<file path="config.mk">
export PLATFORM = sky130hd
export DESIGN_NAME = gate_bank_sequencer
export DESIGN_NICKNAME = d
export VERILOG_FILES = /design/src/rtl/gate_bank_sequencer.sv
export SDC_FILE = /design/constraint.sdc
export NUM_CORES = 1
export LEC_CHECK = 0
export BUFFER_PORTS_ARGS = -buffer_cell sky130_fd_sc_hd__clkbuf_2
export CAP_MARGIN = 20
export CORE_MARGIN = 2
export CORE_UTILIZATION = 51
export DETAILED_ROUTE_END_ITERATION = 7
export PLACE_DENSITY = 0.86
export RECOVER_POWER = 50
export SLEW_MARGIN = 30
export SYNTH_ARGS = -nofsm -noshare
export SYNTH_HDL_FRONTEND = slang
export SYNTH_SLANG_ARGS = --single-unit
</file>
<file path="constraint.sdc">
create_clock -name clk -period 2.99 [get_ports clk]
set_input_delay 0.4485 -clock clk [delete_from_list [all_inputs] [get_ports clk]]
set_output_delay 0.4485 -clock clk [all_outputs]
set_load 0.005 [all_outputs]
</file>
<file path="src/rtl/gate_bank_sequencer.sv">
// Sweeps the 16 {a,b,c,d} vectors into the primitive-gate bank and checks each settled response against the golden table.
// Optional macro GATE_SEQ_CAPTURE_EN adds a first-failure capture (vector index and raw bank outputs).
module gate_bank_sequencer #(
  parameter int unsigned SETTLE_CYC = 2,
  parameter logic [9:0]  OUT_MASK   = 10'h3FF
) (
  input  logic       clk,
  input  logic       rst_n,
  input  logic       start,
  input  logic       abort,
  output logic       gate_a,
  output logic       gate_b,
  output logic       gate_c,
  output logic       gate_d,
  input  logic [9:0] gate_o,
  output logic       busy,
  output logic       done,
  output logic       pass,
  output logic [4:0] mismatch_cnt,
  output logic [3:0] vec_idx
`ifdef GATE_SEQ_CAPTURE_EN
  ,
  output logic       first_fail_vld,
  output logic [3:0] first_fail_vec,
  output logic [9:0] first_fail_obs
`endif
);

  localparam int unsigned CNT_W = (SETTLE_CYC > 1) ? $clog2(SETTLE_CYC) : 1;
  localparam logic [CNT_W-1:0] CNT_LAST = CNT_W'(SETTLE_CYC - 1);

  typedef enum logic [1:0] {
    ST_IDLE,
    ST_SETTLE,
    ST_SAMPLE,
    ST_DONE
  } state_t;

  state_t           state_q;
  logic [CNT_W-1:0] cnt_q;
  logic [3:0]       vec_idx_q;
  logic             busy_q;
  logic             done_q;
  logic             pass_q;
  logic [4:0]       mismatch_cnt_q;

  logic             va, vb, vc, vd;
  logic [9:0]       golden_d;
  logic             hit_d;
  logic [4:0]       mismatch_cnt_d;

  // The stimulus is the vector index itself, a being the MSB.
  assign {va, vb, vc, vd} = vec_idx_q;

  always_comb begin
    golden_d    = '0;
    golden_d[0] = va & vb;
    golden_d[1] = ~(vc & vd);
    golden_d[2] = va | vb | vc | vd;
    golden_d[3] = ~(vc | vd);
    golden_d[4] = va ^ vb ^ vc;
    golden_d[5] = ~(vb ^ vd);
    golden_d[6] = vc;
    golden_d[7] = ~vd;
    golden_d[8] = vc;
    golden_d[9] = va & vb;
  end

  assign hit_d          = |((gate_o ^ golden_d) & OUT_MASK);
  assign mismatch_cnt_d = hit_d ? (mismatch_cnt_q + 5'd1) : mismatch_cnt_q;

  always_ff @(posedge clk or negedge rst_n) begin
    if (!rst_n) begin
      state_q        <= ST_IDLE;
      cnt_q          <= '0;
      vec_idx_q      <= '0;
      busy_q         <= 1'b0;
      done_q         <= 1'b0;
      pass_q         <= 1'b0;
      mismatch_cnt_q <= '0;
    end else begin
      done_q <= 1'b0;
      case (state_q)
        ST_IDLE: begin
          if (start) begin
            state_q        <= ST_SETTLE;
            cnt_q          <= '0;
            vec_idx_q      <= '0;
            mismatch_cnt_q <= '0;
            pass_q         <= 1'b0;
            busy_q         <= 1'b1;
          end
        end
        ST_SETTLE: begin
          if (abort) begin
            state_q <= ST_IDLE;
            busy_q  <= 1'b0;
            pass_q  <= 1'b0;
          end else if (cnt_q == CNT_LAST) begin
            state_q <= ST_SAMPLE;
          end else begin
            cnt_q <= cnt_q + 1'b1;
          end
        end
        ST_SAMPLE: begin
          // An abort discards this vector's result; the partial count is kept.
          if (abort) begin
            state_q <= ST_IDLE;
            busy_q  <= 1'b0;
            pass_q  <= 1'b0;
          end else begin
            mismatch_cnt_q <= mismatch_cnt_d;
            if (vec_idx_q == 4'hF) begin
              state_q <= ST_DONE;
              done_q  <= 1'b1;
              busy_q  <= 1'b0;
              pass_q  <= (mismatch_cnt_d == 5'd0);
            end else begin
              vec_idx_q <= vec_idx_q + 4'd1;
              cnt_q     <= '0;
              state_q   <= ST_SETTLE;
            end
          end
        end
        ST_DONE: begin
          state_q <= ST_IDLE;
        end
        default: begin
          state_q <= ST_IDLE;
        end
      endcase
    end
  end

  assign gate_a       = va;
  assign gate_b       = vb;
  assign gate_c       = vc;
  assign gate_d       = vd;
  assign busy         = busy_q;
  assign done         = done_q;
  assign pass         = pass_q;
  assign mismatch_cnt = mismatch_cnt_q;
  assign vec_idx      = vec_idx_q;

`ifdef GATE_SEQ_CAPTURE_EN
  logic       ff_vld_q;
  logic [3:0] ff_vec_q;
  logic [9:0] ff_obs_q;

  always_ff @(posedge clk or negedge rst_n) begin
    if (!rst_n) begin
      ff_vld_q <= 1'b0;
      ff_vec_q <= '0;
      ff_obs_q <= '0;
    end else if (state_q == ST_IDLE && start) begin
      ff_vld_q <= 1'b0;
      ff_vec_q <= '0;
      ff_obs_q <= '0;
    end else if (state_q == ST_SAMPLE && !abort && hit_d && !ff_vld_q) begin
      ff_vld_q <= 1'b1;
      ff_vec_q <= vec_idx_q;
      ff_obs_q <= gate_o;
    end
  end

  assign first_fail_vld = ff_vld_q;
  assign first_fail_vec = ff_vec_q;
  assign first_fail_obs = ff_obs_q;
`endif

endmodule
</file>
==> metrics <==
run status=finished, final reports clean; antenna fix cells=0; RSZ-0062 raised after global routing=false; Yosys cell types=38; setup TNS=0 ns; RR Startpoint=state_q[0]; Slew Limit Headroom=0.443; asr flop ratio synth=1.00; Root Buffer=clkbuf_4; die area=0.00257 mm^2; CP Data Required Time=3.19 ns; synthesized area per cell=8.76 um^2; number of iterations in the first detailed-routing pass=4; Max FO, Critical Path=13; filler instances=178; number of synthesized flops with an enable pin=0; Synth Area in XOR/XNOR=0.0866; clock slew seen by the registers of the worst setup and hold paths=0.10 ns; GR Overflow Total=0; Max Freq=0.441 GHz; Yosys Warn Count=0; Crit Path Category=reg2reg; PnR Total Power=0.000679 W; post-synthesis simple-gate area fraction=0.179; DIE WIDTH=50.7 um; largest net degree at the start of global routing=16; Post-CTS Setup Bufs=0; Detail Route Antenna Nets=0; final hold vios=0; vias in the first global route=892; # rows=16; Syn Nets=150; CP endpoint kind=flop; placed insts=177; leakage power total=0.628 nW; initial core utilization=0.556; Hold Crit Class=in2async; layout cells sized above 1=0.195; DRC violations left=0; Adder-Cell Fraction of Synth Area=0.101; # nets final=178; post-synthesis cell area=0.00111 mm^2; launch point of the critical path=state_q[0]; Slew @ Worst Pin=0.835 ns; Power Dens Cells=534 mW/mm^2; VDD IR max=413 uV; Layout area overhead=14.4%; CORE AREA=0.00200 mm^2; HPWL after DPL=1890 um; DR vias=1,042; worst reg2reg path depth=8; # IOs=30; CTS Hold Bufs=0; clock tree from TritonCTS=yes; non-filler instance count after layout=181; first-pass GRT wire length=3900 um; Max Cap Violations=0; wire length per cell=13.6 um; Reg area=375 um^2; nature of the critical path startpoint=flop; Synth Area in Compound Gates=0.202; clock sinks=15; vias per inst=5.76; Mapped Cells=127; Total GRT Usage=0.204; First DRT Iteration DRCs=31; I/O Buffers=29; flops & latches, synth=15; Area after DPL=0.00125 mm^2; fin area=0.00127 mm^2; part of the cycle the worst path needs=0.759; Seq/Total Area, Yosys=0.337; main combinational cell family by area after synthesis=compound AO/OA/AOI/OAI gates; GPL Wtd Cong=0.876; final critical-path required period=2.27 ns; Data arrival, critical path=2.47 ns; clk_lat worst skew=0.30 ns; post-CTS resize count=0; initial antenna violation count=0; multi-input combinational cell area=664 um^2; clk buf depth=2; H-tree Lvls=1; CTS Buf Count=3; Post-Route WL=2470 um; Final Slew Violations=0; post-synthesis mux area share=0.0281; clock skew=0.00929 ns; chip height=50.7 um; top_reg_cell synth=dfrtp_1; Final Setup Violations=0
==> where the power goes <==
part,switching (W),total (W),internal (W)
combinational,0.000164,0.000282,0.000117
clock,0.0000743,0.000124,0.0000499
sequential,0.0000369,0.000274,0.000237
==> synth_stat cells, drive strengths merged, types with 2 or more instances <==
cell,n,share of area
nor2b,3,0.017
nand2,9,0.030
o21ai,11,0.049
ha,9,0.10
dfrtp,15,0.34
xnor2,8,0.063
nor2,9,0.030
buf,5,0.031
a21oi,6,0.027
a31oi,4,0.022
nor3,3,0.013
xor2,3,0.024
or2,2,0.014
and3,4,0.022
mux2i,2,0.018
nor3b,2,0.013
nand3,3,0.013
o211ai,2,0.013
o31a,2,0.017
a21o,3,0.020
inv,9,0.030
==> worst max-delay path, stage by stage, from the launching register on <==
cell and delay (ns):
dfrtp_1 0.41, inv_1 0.12, ha_1 0.45, mux2i_1 0.22, a21o_1 0.21, a21oi_1 0.37, nand4_1 0.17, xnor2_1 0.16
nor2_1 0.05
==> per-stage QoR <==
stage,utilization,worst slack (ns),hold WS (ns)
3_5_place_dp,0.626,0.759,0.386
5_1_grt,0.636,0.441,0.276
6_report,0.636,0.721,0.213
2_1_floorplan,-,0.881,0.153
4_1_cts,0.639,0.719,0.0626
3_3_place_gp,0.626,0.791,0.384
==> registers in the layout, summed over array words and instances (netlist names) <==
| signal | count |
|---|---|
| state_q | 2 |
| cnt_q | 1 |
| mismatch_cnt | 5 |
| done | 1 |
| busy | 1 |
| vec_idx | 4 |
| pass | 1 |
==> final timing paths <==
check                                   to  slack (ns)
min reg2reg                           pass        0.51
min                        mismatch_cnt[1]        0.21
max                             vec_idx[3]        0.72
max in group asynchronous             pass        2.26
min in group clk                vec_idx[3]        0.47
max reg2reg                     vec_idx[3]        0.72
==> logic make-up (layout without fill, tap and decap cells) <==
kind of cell             after synthesis  after routing
flip-flops                            15             15
multiplexers                           3              3
AND/OR/NAND/NOR                       39             39
XOR/XNOR                              11             11
adder cells (fa/ha/maj)                9              9
AO/OA/AOI/OAI                         35             35
buffers and inverters                 15             42
==> layout make-up <==
type / instances / share of cell area
flip-flops and latches: 15 / 0.295
well taps: 27 / 0.0265
inverters: 9 / 0.0265
clock inverters: 1 / 0.00393
repair buffers: 29 / 0.108
multi-input cells: 97 / 0.522
clock buffers: 3 / 0.0177
==> per-layer routing <==
metal / vias to the layer above / wire, um / GRT usage
met3: 4 / 148 / 0.0327
met4: 0 / 42 / 0.0946
met5: - / 0 / 0
met1: 493 / 1100 / 0.248
met2: 42 / 1170 / 0.351
li1: 503 / - / -
==> placed cells by master (no fill, tap or decap), types with 4 or more instances in the layout <==
| cell | synthesis | final |
|---|---|---|
| nor2_1 | 9 | 9 |
| clkbuf_1 | 1 | 6 |
| ha_1 | 9 | 9 |
| and3_1 | 4 | 4 |
| a21oi_1 | 6 | 6 |
| nand2_1 | 9 | 9 |
| o21ai_0 | 10 | 10 |
| inv_1 | 9 | 9 |
| a31oi_1 | 4 | 4 |
| dfrtp_1 | 15 | 15 |
| xnor2_1 | 8 | 8 |
| clkbuf_2 | 0 | 23 |
Note: power is estimated with default switching activity, not from simulation.
